File: config.mk
export PLATFORM = sky130hd
export DESIGN_NAME = rx_data_buffer
export DESIGN_NICKNAME = d
export VERILOG_FILES = /design/src/rtl/rx_data_buffer.sv
export SDC_FILE = /design/constraint.sdc
export NUM_CORES = 1
export LEC_CHECK = 0
export ABC_AREA = 1
export CAP_MARGIN = 30
export CORE_ASPECT_RATIO = 0.7
export CORE_UTILIZATION = 45
export DETAILED_ROUTE_END_ITERATION = 6
export GPL_TIMING_DRIVEN = 0
export PLACE_DENSITY = 0.66
export SLEW_MARGIN = 20
export SYNTH_ARGS = -nofsm -noshare
export SYNTH_HDL_FRONTEND = slang
export SYNTH_SLANG_ARGS = --single-unit
File: constraint.sdc
create_clock -name clk -period 2.1 [get_ports clk]
set_input_delay 0.63 -clock clk [delete_from_list [all_inputs] [get_ports clk]]
set_output_delay 0.63 -clock clk [all_outputs]
set_load 0.02 [all_outputs]
File: src/rtl/rx_data_buffer.sv
`default_nettype none
// ============================================================================
// Module   : rx_data_buffer
// Purpose  : Byte FIFO behind the receive controller. Each entry holds a
//            payload byte plus its end-of-frame tag. The consumer side is a
//            first-word-fall-through AXI-Stream style master. The block also
//            keeps a count of stored bytes and of complete frames buffered.
// Revision : 1.0 - initial release
// ============================================================================
module rx_data_buffer #(
  parameter  int DEPTH       = 16,
  parameter  int AFULL_LEVEL = 12,
  localparam int LW          = $clog2(DEPTH) + 1
) (
  input  logic          clk,
  input  logic          rst_n,
  input  logic          flush,
  input  logic          wr_valid,
  input  logic [7:0]    wr_data,
  input  logic          wr_last,
  output logic          full,
  output logic          almost_full,
  output logic          m_valid,
  output logic [7:0]    m_data,
  output logic          m_last,
  input  logic          m_ready,
  output logic [LW-1:0] level,
  output logic [LW-1:0] frame_cnt,
  output logic          frame_avail
);

  localparam int AW = LW - 1;

  // Storage: bit 8 is the end-of-frame tag, bits 7:0 the payload byte.
  logic [8:0]    r_mem [DEPTH];

  // Pointers carry one extra wrap bit so full and empty are distinguishable.
  logic [LW-1:0] r_wr_ptr;
  logic [LW-1:0] r_rd_ptr;
  logic [LW-1:0] r_level;
  logic [LW-1:0] r_frame_cnt;

  logic          w_empty;
  logic          w_full;
  logic          w_wr_en;
  logic          w_rd_en;
  logic [8:0]    w_head;
  logic          w_fr_inc;
  logic          w_fr_dec;

  // Full/empty come only from registered pointers, so there is no path
  // from wr_valid or m_ready into full (keeps the controller's ready loop open).
  assign w_empty = (r_wr_ptr == r_rd_ptr);
  assign w_full  = (r_wr_ptr[AW-1:0] == r_rd_ptr[AW-1:0]) &&
                   (r_wr_ptr[AW] != r_rd_ptr[AW]);

  assign w_wr_en  = wr_valid & ~w_full;
  assign w_rd_en  = ~w_empty & m_ready;
  assign w_head   = r_mem[r_rd_ptr[AW-1:0]];
  assign w_fr_inc = w_wr_en & wr_last;
  assign w_fr_dec = w_rd_en & w_head[8];

  // Data store: written only on an accepted byte outside reset/flush.
  always_ff @(posedge clk) begin
    if (rst_n && !flush && w_wr_en) begin
      r_mem[r_wr_ptr[AW-1:0]] <= {wr_last, wr_data};
    end
  end

  // Pointer and occupancy bookkeeping; reset beats flush, flush beats traffic.
  always_ff @(posedge clk) begin
    if (!rst_n || flush) begin
      r_wr_ptr    <= '0;
      r_rd_ptr    <= '0;
      r_level     <= '0;
      r_frame_cnt <= '0;
    end else begin
      if (w_wr_en) r_wr_ptr <= r_wr_ptr + LW'(1);
      if (w_rd_en) r_rd_ptr <= r_rd_ptr + LW'(1);

      case ({w_wr_en, w_rd_en})
        2'b10:   r_level <= r_level + LW'(1);
        2'b01:   r_level <= r_level - LW'(1);
        default: r_level <= r_level;
      endcase

      case ({w_fr_inc, w_fr_dec})
        2'b10:   r_frame_cnt <= r_frame_cnt + LW'(1);
        2'b01:   r_frame_cnt <= r_frame_cnt - LW'(1);
        default: r_frame_cnt <= r_frame_cnt;
      endcase
    end
  end

  assign full        = w_full;
  assign almost_full = (r_level >= LW'(AFULL_LEVEL));
  assign m_valid     = ~w_empty;
  assign m_data      = w_head[7:0];
  assign m_last      = w_head[8];
  assign level       = r_level;
  assign frame_cnt   = r_frame_cnt;
  assign frame_avail = (r_frame_cnt != '0);

endmodule
`default_nettype wire
==> results of run 1 <==
-- final cells by class --
| cell class | count | area share [%] |
|---|---|---|
| plain buffers | 29 | 3.57 |
| clock inverters | 14 | 1.89 |
| inverters | 42 | 2.03 |
| well taps | 200 | 2.69 |
| clock buffers | 17 | 4.58 |
| flip-flops and latches | 168 | 52.1 |
| repair buffers | 62 | 6.69 |
| repair inverters | 1 | 0.121 |
| multi-input cells | 430 | 26.3 |
-- layer usage --
layer	wire length (microns)	track usage [%]	vias up
li1	-	-	2504
met1	8340	32.4	2614
met2	8730	38.1	228
met3	1840	8.86	27
met4	343	7.93	3
met5	65	0	-
-- worst paths after layout --
| path | startpoint | endpoint | slack [ps] | depth (start not counted) |
|---|---|---|---|---|
| max | register | m_data[3] | -520 | 7 |
| min | frame_cnt[0] | frame_cnt[0] | 520 | 1 |
| min reg2reg | frame_cnt[0] | frame_cnt[0] | 520 | 1 |
| max reg2reg | register | frame_cnt[4] | -380 | 19 |
-- state kept, by name (all words and copies together), names as in the netlist, named ones only --
| name | flops |
|---|---|
| r_rd_ptr | 5 |
| frame_cnt | 5 |
| r_mem | 144 |
| level | 5 |
| r_wr_ptr | 5 |
-- critical path, cell delays in order (launching register included) --
cell	delay, ps
dfxtp_4	390
buf_12	150
clkbuf_4	220
o21ai_0	110
o211ai_1	280
nand3_1	140
nand2_2	120
buf_6	130
-- metrics by stage --
stage / std cells / TNS, ps / utilization, %
2_1_floorplan: 670 / -8.96 / -
3_3_place_gp: 906 / -103790 / 50.7
3_5_place_dp: 906 / -111520 / 50.7
4_1_cts: 956 / -4890 / 58.0
5_1_grt: 963 / -7160 / 59.4
6_report: 963 / -5600 / 59.4
-- power by group through the flow --
stage | sequential (uW) | combinational, uW | clock [uW]
final | 3650 | 564 | 3180
after global routing | 3650 | 607 | 3360
after CTS | 3650 | 528 | 3220
after detailed placement | 3730 | 454 | 0
after global placement | 3730 | 444 | 0
after floorplan | 3730 | 241 | 0
-- cell families after synthesis --
kind of cell	after synthesis	synth area share, %
flops	168	65.9
buf+inv	72	4.32
compound gates	123	9.64
xor+xnor	5	0.600
simple gates	287	16.8
fa+ha+maj	15	2.78
-- cell usage in the layout (no fill, tap or decap), types with 4 or more instances in the layout --
cell type,instances
ha_4,4
o21ai_1,18
clkdlybuf4s50_1,15
nor2_1,112
nand2_1,79
clkinvlp_4,5
edfxtp_1,144
o21ai_0,52
buf_4,23
o211ai_1,34
a21oi_1,17
buf_2,6
nor2_4,17
inv_2,8
nand3_1,36
clkbuf_8,5
dlygate4sd2_1,8
nand3_2,6
clkbuf_16,18
ha_1,9
buf_6,15
nor2_2,11
dfxtp_1,11
dfxtp_2,5
dfxtp_4,8
nand2_2,17
buf_12,5
inv_1,28
-- timing repair --
action / in CTS / in global routing
hold endpoints to repair: 0 / 0
cloned: 3 / 1
buffers inserted: 17 / 6
pin swaps: 24 / 42
resized for setup: 193 / 53
setup endpoints to repair: 173 / 30
==> flow_summary_export.csv, run 1 <==
group,metric,value,unit
power_and_ir_drop,switching_share,22.6,%
final_layout,filler_cell_count,1231,
floorplanning,chipHeight,109,microns
sta,hold_viol_final,0,
final_layout,seqCellArea,4840,sq um
drt,routed_wire_length_per_instance,20.1,microns
sta,slew_viol_final,0,
sta,final_setup_vio_count,15,
synth,yosysTopAreaCellShare,59.3,%
setup_path,critPathMaxFanout,10,
clock_tree,clkTransAtPathRegs,60,ps
final_layout,flow.area_growth_from_synthesis,27.3,%
setup_path,worst-endpoint-arrival,1990,ps
place,post-place-ws,-1100,ps
floorplanning,floorplan.rows,38,
final_layout,postLayoutCellArea,9290,sq um
global_routing,global_route.usage.total,24.6,%
drt,drt.antenna.violating_nets,0,
floorplanning,boundaryPins,37,
synth,synth-seq-cells,168,
setup_path,setup.worst_path.start_class,"register",
status,failing_checks,"negative setup slack",
drt,first_pass_iters,5,
synth,dominant_synthesized_flop_cell,"edfxtp_1",
power_and_ir_drop,power.leakage,0.00335,uW
power_and_ir_drop,max-vdd-ir-drop,551,uV
power_and_ir_drop,share_clk_of_total_power,43.0,%
place,placement.cell_area,7930,sq um
hold_path,hold_crit_path_type,"register to register",
clock_tree,clk_path_buf_depth,2,
sta,max_slew.worst_pin.slew,798,ps
clock_tree,cts.htree.levels,4,
sta,setup_ws,-519,ps
final_layout,final_antenna_diode_count,0,
sta,relSlewSlack,46.6,%
power_and_ir_drop,p_switching,1670,uW
clock_tree,cts_num_sinks,168,
drt,detail_route.iter0.violations,430,
clock_tree,numCtsBuffers,17,
sta,hold_ws,516,ps
clock_tree,cts_hold_buffers,0,
global_routing,global_route.overflow_total,0,
global_routing,first_global_vias,5341,
sta,timing.final.crit_period,2620,ps
sta,max_clock_freq,382,MHz
drt,detailed_route_wl,19300,microns
place,final_weighted_congestion_in_routability_driven_placement,0.864,
synth,syn_area_cell,10.9,sq um
clock_tree,clock-root-buffer,"clkbuf_16",
place,place_hpwl,12400,microns
drt,routed_via_density,5.58,
final_layout,multi_input_area,2440,sq um
synth,synth_fp_nets,699,
synth,synth_seq_area_share,65.9,%
setup_path,setup.worst_path.class,"register to output pin",
drt,via_count,5376,
synth,synth_cell_type_count,31,
setup_path,worst_setup_path_end_kind,"output pin",
synth,synthDominantAreaCellType,"edfxtp_1",
power_and_ir_drop,p_int,5720,uW
synth,ys_async_sr_fraction,0,%
global_routing,grt_pass1_wl,29500,microns
synth,gate_count_after_technology_mapping,670,
power_and_ir_drop,power-per-cell-area,796,nW/um^2
power_and_ir_drop,power.share.combinational,7.6,%
final_layout,drive_above_1_share,24.8,%
sta,timing.final.crit_share,125,%
status,outcome,"finished with violations",
drt,drc_errors_left,0,
synth,yosys-top-cells-area,"edfxtp_1 59%, dfxtp_1 6.6%, nor2_1 6.5%",
floorplanning,fp.dieW,154,microns
sta,fin_skew,8.88,ps
flow_run,cap_viol_max_count,0,
floorplanning,floorplan.core_area,15600,sq um
setup_path,worstPathRequired,1470,ps
global_routing,grt_start_max_net_pins,18,
synth,synth_edf_count,144,
synth,netlist_area_before_placement,7290,sq um
final_layout,fin_nets,780,
power_and_ir_drop,p_seq_share,49.3,%
clock_tree,cts_tree,"yes",
floorplanning,initial_utilization,46.6,%
global_routing,initial_antenna_violation_count,0,
place,portBuffers,36,
clock_tree,clk-insertion-delay-late,430,ps
synth,yosysMostFrequentCell,"edfxtp_1",
sta,rsz0062_at_grt,"true",
power_and_ir_drop,finalPower,7400,uW
synth,yosysWarnings,0,
floorplanning,dieArea,16700,sq um
synth,yosys-top-cells-count,"144 x edfxtp_1, 127 x nor2_1, 94 x nand2_1, 70 x o21ai_0, 42 x nand3_1",
(Power assumes the default switching activity.)
==> run 2: changes to the inputs <==
- ABC_AREA: 1 -> 0
- GPL_ROUTABILITY_DRIVEN: default -> 1
==> run 2 against run 1 <==
The run still ends with negative setup slack left. Die area fell by 2.3%. Combinational power is 34% lower. Sequential power is essentially flat. Sequential cell count is the same. Fmax down 12%. Non-clock buffer count rose by 11. Clock-buffer cell count did not move. Global-route usage fell by 2.1 points.
==> flow_summary_export.csv, run 2 <==
group,metric,value,unit
flow_run,cap_viol_max_count,0,
setup_path,setup.worst_path.start_class,"register",
drt,detailed_route_wl,17400,microns
synth,synth_seq_area_share,67.5,%
synth,yosysTopAreaCellShare,60.7,%
floorplanning,boundaryPins,37,
status,outcome,"finished with violations",
final_layout,drive_above_1_share,39.6,%
clock_tree,clk-insertion-delay-late,430,ps
sta,max_clock_freq,338,MHz
global_routing,initial_antenna_violation_count,0,
floorplanning,chipHeight,107,microns
synth,syn_area_cell,18.5,sq um
synth,synth-seq-cells,168,
clock_tree,clkTransAtPathRegs,60,ps
drt,routed_via_density,5.86,
setup_path,worst_setup_path_end_kind,"output pin",
final_layout,final_cell_mix,"144 x edfxtp_1, 32 x mux4_2, 24 x buf_6",
setup_path,worstPathRequired,1470,ps
final_layout,flow.area_growth_from_synthesis,30.5,%
synth,synth_edf_count,144,
global_routing,grt_pass1_wl,25400,microns
floorplanning,fp.dieW,152,microns
synth,yosys-top-cells-count,"144 x edfxtp_1, 29 x mux4_1, 24 x dfxtp_1, 19 x nand2_1, 15 x mux4_2",
hold_path,hold_crit_path_type,"register to register",
drt,detail_route.iter0.violations,450,
status,failing_checks,"negative setup slack",
floorplanning,floorplan.rows,38,
drt,routed_wire_length_per_instance,25.0,microns
setup_path,setup.worst_path.class,"register to output pin",
floorplanning,initial_utilization,46.0,%
synth,netlist_area_before_placement,7120,sq um
hold_path,worst_hold_startpoint,"frame_cnt[4]",
synth,ys_async_sr_fraction,0,%
clock_tree,cts_hold_buffers,0,
synth,yosysMostFrequentCell,"edfxtp_1",
sta,relSlewSlack,61.6,%
place,portBuffers,36,
global_routing,global_route.usage.total,22.5,%
global_routing,global_route.overflow_total,0,
synth,synth_fp_nets,413,
place,post-place-ws,-1340,ps
synth,synthDominantAreaCellType,"edfxtp_1",
sta,slew_viol_final,0,
floorplanning,dieArea,16300,sq um
drt,via_count,4089,
synth,yosys-top-cells-area,"edfxtp_1 61%, mux4_1 11%, dfxtp_1 6.7%",
final_layout,final_common_cell,"edfxtp_1",
sta,timing.final.crit_period,2960,ps
place,final_weighted_congestion_in_routability_driven_placement,0.748,
power_and_ir_drop,finalPower,7170,uW
place,place_hpwl,9830,microns
drt,drc_errors_left,0,
sta,setup_ws,-861,ps
clock_tree,cts_tree,"yes",
global_routing,first_global_vias,4038,
drt,first_pass_iters,5,
power_and_ir_drop,power-per-cell-area,771,nW/um^2
clock_tree,cts.htree.levels,4,
setup_path,critPathMaxFanout,10,
final_layout,largest_register_ff_count,144,
power_and_ir_drop,power.leakage,0.00330,uW
sta,rsz0062_at_grt,"true",
clock_tree,cts_num_sinks,168,
synth,dominant_synthesized_flop_cell,"edfxtp_1",
clock_tree,clk_path_buf_depth,2,
clock_tree,clock-root-buffer,"clkbuf_16",
setup_path,worst-endpoint-arrival,2330,ps
sta,hold_viol_final,0,
synth,synth_cell_type_count,43,
sta,final_setup_vio_count,41,
global_routing,grt_start_max_net_pins,18,
sta,fin_skew,8.85,ps
final_layout,final_antenna_diode_count,0,
final_layout,fin_nets,514,
power_and_ir_drop,max-vdd-ir-drop,682,uV
sta,timing.final.crit_share,141,%
floorplanning,floorplan.core_area,15500,sq um
drt,drt.antenna.violating_nets,0,
clock_tree,numCtsBuffers,17,
synth,gate_count_after_technology_mapping,384,
sta,hold_ws,504,ps
synth,yosysWarnings,0,
sta,max_slew.worst_pin.slew,575,ps
==> run 2: per-stage QoR <==
stage          utilization [%]  setup TNS [ps]  area [sq um]  std cells
6_report                  60.0          -11020          9300        698
4_1_cts                   58.8          -11020          9120        693
3_5_place_dp              51.2         -136450          7930        623
3_3_place_gp              50.7         -157910          7850        620
5_1_grt                   60.0          -15330          9300        698
2_1_floorplan                -           -5920          7240        384
==> run 2: final timing paths <==
| check | to | slack [ps] | depth (start not counted) |
|---|---|---|---|
| max | m_data[1] | -860 | 5 |
| min | frame_cnt[4] | 500 | 2 |
| max reg2reg | frame_cnt[4] | -750 | 12 |
| min reg2reg | frame_cnt[4] | 500 | 2 |
==> run 2: cell type report <==
class | count | area, sq um
Timing Repair Buffer | 86 | 940
Clock inverter | 15 | 163
Fill cell | 1100 | 6200
Sequential cell | 168 | 4830
Inverter | 7 | 28.8
Multi-Input combinational cell | 189 | 2440
Buffer | 16 | 214
Clock buffer | 17 | 425
Tap cell | 200 | 250
==> run 2: cells by family after synthesis <==
logic type,Yosys count,share of synthesized area (%)
AOI/OAI and AO/OA,31,3.18
and+or+nand+nor,73,5.41
xor gates and xnor gates,12,1.48
DFF,168,67.5
muxes,58,17.4
adders and majority gates,15,2.85
buffers and inverters,27,2.23
==> run 2: power by group <==
group          total (uW)  switching (uW)  internal [uW]
Sequential           3630            11.6           3620
Clock                3160            1380           1780
Combinational         374             201            174
Total                7170            1590           5580
==> run 2: worst max-delay path: stages (launching register included) <==
cell     delay, ps
dfxtp_2        340
buf_12         140
buf_12         160
mux4_2         560
mux4_2         530
buf_6          160
==> run 2: repair_timing <==
item	in CTS	in global routing
setup endpoints to repair	135	138
gates resized for setup	140	42
gates cloned	1	1
pin swaps	26	19
buffers inserted	40	9
==> run 2: layer usage <==
layer | track usage, % | wire length (microns)
met3 | 5.35 | 1520
met5 | 0 | 0
met2 | 35.0 | 8270
met1 | 31.5 | 7300
met4 | 7.65 | 332
==> run 3: changes to the inputs <==
- PLACE_DENSITY: 0.66 -> 0.64
==> run 3 against run 2 <==
The run ends with design-rule violations, negative setup slack left. Worst setup slack improved by 16 ps. Largest power group unchanged. Die area unchanged. Cell count increased by 2.1%.
==> flow_summary_export.csv, run 3 (synthesis gave the netlist of run 2 again) <==
group,metric,value,unit
floorplanning,boundaryPins,37,
status,failing_checks,"design-rule violations, negative setup slack",
global_routing,grt_start_max_net_pins,18,
sta,fin_skew,6.93,ps
power_and_ir_drop,power.leakage,0.00337,uW
sta,rsz0062_at_grt,"true",
setup_path,critPathMaxFanout,4,
place,place_hpwl,9570,microns
sta,relSlewSlack,49.8,%
drt,via_count,4159,
status,outcome,"finished with violations",
drt,routed-wl-met3,1060,microns
power_and_ir_drop,power.share.combinational,5.9,%
final_layout,final_common_cell,"edfxtp_1",
global_routing,initial_antenna_violation_count,0,
setup_path,worstPathRequired,2450,ps
place,final_weighted_congestion_in_routability_driven_placement,0.745,
power_and_ir_drop,power-per-cell-area,732,nW/um^2
final_layout,fin_cells,713,
drt,routed_via_density,5.83,
sta,slew_viol_final,0,
global_routing,global_route.overflow_total,0,
clock_tree,numCtsBuffers,17,
global_routing,global_route.usage.total,21.8,%
drt,first_pass_iters,7,
power_and_ir_drop,max-vdd-ir-drop,631,uV
clock_tree,clock-root-buffer,"clkbuf_16",
clock_tree,clk-insertion-delay-late,420,ps
sta,setup_total_negative_slack,-15870,ps
flow_run,cap_viol_max_count,0,
hold_path,hold_crit_path_type,"register to register",
drt,drt.antenna.violating_nets,0,
sta,timing.final.crit_share,140,%
sta,final_setup_vio_count,78,
drt,met2WireLength,7990,microns
final_layout,filler_cell_count,1114,
final_layout,drive_above_1_share,40.7,%
clock_tree,cts_hold_buffers,0,
power_and_ir_drop,p_seq_share,53.1,%
floorplanning,fp.dieW,152,microns
clock_tree,cts.htree.levels,4,
power_and_ir_drop,switching_share,21.0,%
drt,drc_errors_left,1,
final_layout,final_cell_mix,"144 x edfxtp_1, 38 x buf_4, 30 x buf_6",
sta,hold_viol_final,0,
clock_tree,cts_tree,"yes",
setup_path,setup.worst_path.class,"register to register",
sta,max_clock_freq,340,MHz
final_layout,multi_input_area,2460,sq um
clock_tree,clkTransAtPathRegs,60,ps
drt,detail_route.iter0.violations,419,
global_routing,first_global_vias,4130,
final_layout,fin_nets,532,
setup_path,worst-r2r-setup-slack,-840,ps
final_layout,final_antenna_diode_count,0,
drt,topRoutingLayerUsed,"met4",
global_routing,grt_pass1_wl,25000,microns
sta,timing.final.crit_period,2940,ps
floorplanning,initial_utilization,46.0,%
power_and_ir_drop,p_switching,1440,uW
final_layout,seqCellArea,4840,sq um
setup_path,worst_r2r_endpoint,"frame_cnt[4]",
power_and_ir_drop,p_int,5410,uW
setup_path,worst_setup_path_end_kind,"register",
place,placedCellCount,628,
setup_path,worst-endpoint-arrival,3290,ps
drt,detailed_route_wl,17100,microns
clock_tree,clk_path_buf_depth,2,
power_and_ir_drop,share_clk_of_total_power,41.0,%
floorplanning,floorplan.core_area,15500,sq um
setup_path,worst_r2r_path_depth,12,
final_layout,final_util,60.4,%
final_layout,largest_register_ff_count,144,
setup_path,setup.worst_path.start_class,"register",
floorplanning,chipHeight,107,microns
final_layout,flow.area_growth_from_synthesis,31.4,%
setup_path,worst_setup_path_endpoint,"frame_cnt[4]",
clock_tree,cts_num_sinks,168,
drt,drt-met1-wl,7810,microns
floorplanning,dieArea,16300,sq um
sta,setup_ws,-845,ps
floorplanning,floorplan.rows,38,
drt,routed_wire_length_per_instance,24.0,microns
place,portBuffers,36,
sta,max_slew.worst_pin.slew,752,ps
## run 3: worst min path at each step
stage | from | endpoint | slack, ps | cells past startpoint
global route | level[4] | level[4] | 540 | 2
finish | level[4] | level[4] | 490 | 2
CTS | level[4] | level[4] | 500 | 2
floorplan | r_wr_ptr[1] | r_wr_ptr[1] | 470 | 2
global placement | frame_cnt[4] | frame_cnt[4] | 480 | 2
detailed placement | level[4] | level[4] | 490 | 2
## run 3: power groups by stage
stage,combinational (uW),sequential (uW),clock (uW)
floorplan,157,3720,0
global placement,277,3710,0
detailed placement,288,3710,0
CTS,357,3640,2860
global route,429,3640,3000
finish,403,3640,2810
## run 3: repair_timing
action,CTS,global route
gates resized for setup,148,35
cloned,2,1
pin swaps,27,18
setup buffers,42,20
endpoints found under the setup margin,136,155
## run 3: metrics by stage
| stage | hold WS [ps] | worst slack [ps] | power (uW) | cell area (sq um) |
|---|---|---|---|---|
| 2_1_floorplan | 473 | -607 | 3870 | 7240 |
| 3_3_place_gp | 483 | -1660 | 3990 | 7850 |
| 3_5_place_dp | 485 | -1330 | 4000 | 7980 |
| 4_1_cts | 496 | -849 | 6860 | 9120 |
| 5_1_grt | 540 | -962 | 7070 | 9360 |
| 6_report | 493 | -845 | 6850 | 9360 |
## run 3: area by class of cell
class	count	area share (%)
well taps	200	2.67
flip-flops and latches	168	51.7
inverters	7	0.307
clock inverters	11	0.922
clock buffers	18	4.59
multi-input cells	189	26.3
plain buffers	15	2.07
repair buffers	105	11.5
## run 3: per-layer routing
layer	global-route usage, %	vias up
met3	5.52	24
li1	-	1805
met5	0	-
met4	7.65	0
met2	32.5	154
met1	31.3	2176
## run 3: worst max-delay path, cell delays in order, from the launching register on
cell and delay [ps]:
dfxtp_4 360, buf_4 130, buf_16 110, mux4_2 510, mux2i_2 210, mux2i_2 120
and2_4 160, ha_4 170, fa_2 350, a21o_1 180, a21oi_2 130, mux2i_1 220
mux2i_1 220
==> edit 1 (settings of run 1) <==
Set the parameter `DEPTH` to 64 (it was 16).
--- a/src/rtl/rx_data_buffer.sv
+++ b/src/rtl/rx_data_buffer.sv
@@ -10,3 +10,3 @@
 module rx_data_buffer #(
-  parameter  int DEPTH       = 16,
+  parameter  int DEPTH       = 64,
   parameter  int AFULL_LEVEL = 12,
Interface: changed (resized frame_cnt and level); port bits go from 37 to 41. The function was not compared with the original's and may differ.
==> edit 1 against run 1 <==
- the run still ends with negative setup slack left
- final cell count grew to 3.5 times the old value
- sequential power grew to 3.6 times the old value
- final area grew to 3.7 times the old value
- synthesized area grew to 3.5 times the old value
- synthesized cell count grew to 3.4 times the old value
- power grew to 3.5 times the old value
- routed wire length grew to 4.6 times the old value
- setup slack lost 0.69 ns
- combinational power grew to 3.1 times the old value
- sequential cell count grew 442
- sequential share of layout area grew 0.61 points
- fmax shrank 21%
- highest routed layer is now met4
==> edit 1: results (changes against run 1) <==
| Metric | Value |
|---|---|
| Status | finished with violations |
| Failing checks | negative setup slack |
| # port buffers | 40 (+11%) |
| Post-synth EDFFs | 576 (+300%) |
| Setup WS pre-CTS | -1.97 ns (-0.861 ns) |
| Fin area | 34200 um2 (+270%) |
| Max reg flops | 576 (+300%) |
| Via count | 19700 (+270%) |
| Most frequent cells after synthesis | nand2_1 (620), edfxtp_1 (576), nand3_1 (392) |
| Vias per inst | 5.92 (+6.0%) |
| Maximum vdd drop | 832 uV (+51%) |
| Post-Synthesis Cells | 2265 (+240%) |
| Gp weighted congestion | 0.975 (+13%) |
| Synth Area in Compound Gates | 0.0403 (-0.0561) |
| WL final | 89500 um (+360%) |
| Vias in the first global route | 18700 (+250%) |
| Min-delay worst type | input pin to register |
| Initial antenna violation count | 1 (+1) |
| Fill cell count | 4168 (+240%) |
| Setup ws final | -1.21 ns (-0.689 ns) |
| Cell with the largest stage delay on the worst path | dfxtp_2 |
| Hold slack | 0.247 ns (-0.269 ns) |
| DP HPWL | 56600 um (+350%) |
| Max Root-Sink Buffers | 3 (+1) |
| Delay of the slowest cell on the worst path | 0.34 ns (-0.05 ns) |
| Final Setup Violations | 525 (+510) |
| Sw frac | 0.227 (+0.000622) |
| Synth area leaders | edfxtp_1 (68%), nand2_1 (9.1%), nand3_1 (7.7%) |
| Clock latency on the worst-skew pair | 0.63 ns (+0.20 ns) |
| CTS buffer count | 57 (+40) |
| First-pass GRT wire length | 125000 um (+320%) |
| Post-synthesis adder-cell area fraction | 0.00846 (-0.0193) |
| H-tree Lvls | 2 (-2) |
| Placed Cells | 3055 (+240%) |
| Area post-placement | 27400 um2 (+250%) |
| Post-Synth XOR/XNOR Area | 0.00826 (+0.00226) |
| CP arrival | 2.68 ns (+0.69 ns) |
| LEAKAGE | 12.5 nW (+270%) |
-- edit 1: final timing paths --
check / cells past startpoint / from / endpoint
worst max register to register: 23 / register / frame_cnt[5]$_SDFFE_PP0P_
worst min register to register: 2 / level[6]$_SDFFE_PP0P_ / level[6]$_SDFFE_PP0P_
worst max-delay path: 12 / register / m_data[4]
worst min-delay path: 1 / wr_data[4] / r_mem[2][4]$_DFFE_PP_
-- edit 1: kinds of logic (layout without fill, tap and decap cells) --
kind of cell / count (synthesis) / in the layout
fa+ha+maj: 16 / 16
simple gates: 1200 / 1200
buf+inv: 218 / 538
xor+xnor: 24 / 24
compound gates: 197 / 197
flops: 610 / 610
-- edit 1: routing by layer --
layer  global-route usage  routed length [um]  vias up
met5                    0                   0        -
met4                0.103                3680        0
met3               0.0970               13000      251
met2                0.442               38100     1377
met1                0.428               34700     9556
li1                     -                   -     8488
-- edit 1: cell type report --
class / count / share of cell area
clock buffer: 65 / 0.0426
clock inverter: 42 / 0.0144
inverter: 86 / 0.0108
multi-input combinational: 1437 / 0.243
buffer: 123 / 0.0423
timing repair buffer: 222 / 0.0923
sequential: 610 / 0.527
tap: 740 / 0.0271
-- edit 1: repair_timing --
item | CTS | global route
setup buffers | 124 | 36
pin swaps | 121 | 131
gates cloned | 8 | 5
resized for setup | 588 | 213
hold buffers | 0 | 0
setup endpoints to repair | 617 | 542
-- edit 1: power by group through the flow --
stage	logic, mW	clock network (mW)	registers (mW)
2_1_floorplan	0.614	0	13.6
3_3_place_gp	1.25	0	13.6
3_5_place_dp	1.31	0	13.6
4_1_cts	1.58	10.9	13.3
5_1_grt	1.85	11.5	13.3
6_report	1.77	11.0	13.3
==> edit 2 (settings of run 1) <==
Made on the original files. Register the output `level` once more, without a reset; this adds one clock of latency there. The other outputs are not delayed to match.
--- a/src/rtl/rx_data_buffer.sv
+++ b/src/rtl/rx_data_buffer.sv
@@ -99,3 +99,5 @@
   assign m_last      = w_head[8];
-  assign level       = r_level;
+  always_ff @(posedge clk) begin
+    level <= r_level;
+  end
   assign frame_cnt   = r_frame_cnt;
Check against the original RTL: not equivalent (a bounded check fails within 4 cycles, from zero or initial values).
==> edit 2 against run 1 <==
- via count is 4.0% higher
- routed wire length is 7.3% higher
- sequential cell count is 5 higher
- final area is 1.8% higher
- final cell count is 4.0% higher
- synthesized area is 1.6% higher
- setup slack worse by 0.082 ns
- power is 3.1% higher
- the run ends with design-rule violations, negative setup slack left
- sequential share of layout area is 0.095 points higher
- global-route usage is 1.0 points higher
- count of clock-buffer cells in the layout stayed put
- sequential power is 3% higher
==> edit 2: results (changes against run 1) <==
| Metric | Value |
|---|---|
| Sw frac | 0.242 (+0.0158) |
| Residual DRC | 7 (+7) |
| Share of cells above drive strength 1 | 0.257 (+0.00933) |
| LEAKAGE | 3.43 nW (+2.3%) |
| Final Setup Violations | 16 (+1) |
| Per-cell routed wire length | 20.7 um (+3.1%) |
| Setup WS pre-CTS | -1.06 ns (+0.0417 ns) |
| Comb_multi_in | 426 (-0.93%) |
| Post-CTS Setup Repair Bufs | 24 (+7) |
| Failing checks | design-rule violations, negative setup slack |
| Non-clk invs | 47 (+9.3%) |
| Initial DRC count | 755 (+76%) |
| Fill cell count | 1262 (+2.5%) |
| Status | finished with violations |
| CP arrival | 2.07 ns (+0.08 ns) |
| Hold Startpoint | r_level[2]$_SDFFE_PP0P_ |
| Max layer used | met4 |
| Routed length on met2 | 8890 um (+1.9%) |
| FF+latch area | 4940 um2 (+2.0%) |
| Final setup skew | 0.00592 ns (-0.00296 ns) |
| Setup ws final | -0.601 ns (-0.0817 ns) |
| Non-CTS buffers | 104 (+14%) |
| Met1 GRT Util | 0.359 (+0.0347) |
| Slew @ Worst Pin | 0.771 ns (-0.0268 ns) |
| Most frequent cells after synthesis | edfxtp_1 (144), nor2_1 (125), nand2_1 (89) |
| Met2 global-route usage | 0.370 (-0.0119) |
| Synth Net Count | 705 (+0.86%) |
-- edit 2: changes by cell type after synthesis, sizes merged, moves of 2 or more --
| cell | before | now |
|---|---|---|
| dfxtp | 24 | 29 |
| nand2 | 100 | 95 |
| inv | 40 | 44 |
| nand3 | 44 | 46 |
| nor3 | 3 | 1 |
-- edit 2: worst max-delay path, cell delays in order, from the launching register on --
cell and delay [ns]:
dfxtp_4 0.37, buf_8 0.15, inv_12 0.09, buf_8 0.14, buf_8 0.13, buf_6 0.13, buf_6 0.10, nor2_2 0.03
o211ai_1 0.19, nand3_1 0.10, nand2_1 0.09, buf_6 0.11
-- edit 2: how the worst max path moves through the flow --
| stage | end | slack, ns | cells after the start |
|---|---|---|---|
| floorplan | frame_cnt[4]$_SDFFE_PP0P_ | -0.01 | 16 |
| detailed placement | m_data[4] | -1.06 | 7 |
| finish | m_data[4] | -0.60 | 11 |
| global placement | m_data[4] | -1.10 | 7 |
| CTS | m_data[5] | -0.54 | 11 |
| global route | m_data[4] | -0.66 | 11 |
-- edit 2: kinds of logic after synthesis --
family,after synthesis,synth area share
AND/OR/NAND/NOR,282,0.163
adder cells (fa/ha/maj),15,0.0273
flip-flops,173,0.662
buffers and inverters,77,0.0462
XOR/XNOR,6,0.00709
AO/OA/AOI/OAI,123,0.0949
-- edit 2: metrics by stage --
| step | hold WS, ns | total power [mW] | cells | instance area (um2) |
|---|---|---|---|---|
| CTS | 0.388 | 7.58 | 991 | 9220 |
| global placement | 0.367 | 4.35 | 932 | 8080 |
| floorplan | 0.355 | 4.13 | 676 | 7440 |
| global route | 0.396 | 7.83 | 1002 | 9460 |
| finish | 0.386 | 7.63 | 1002 | 9460 |
| detailed placement | 0.376 | 4.37 | 935 | 8100 |
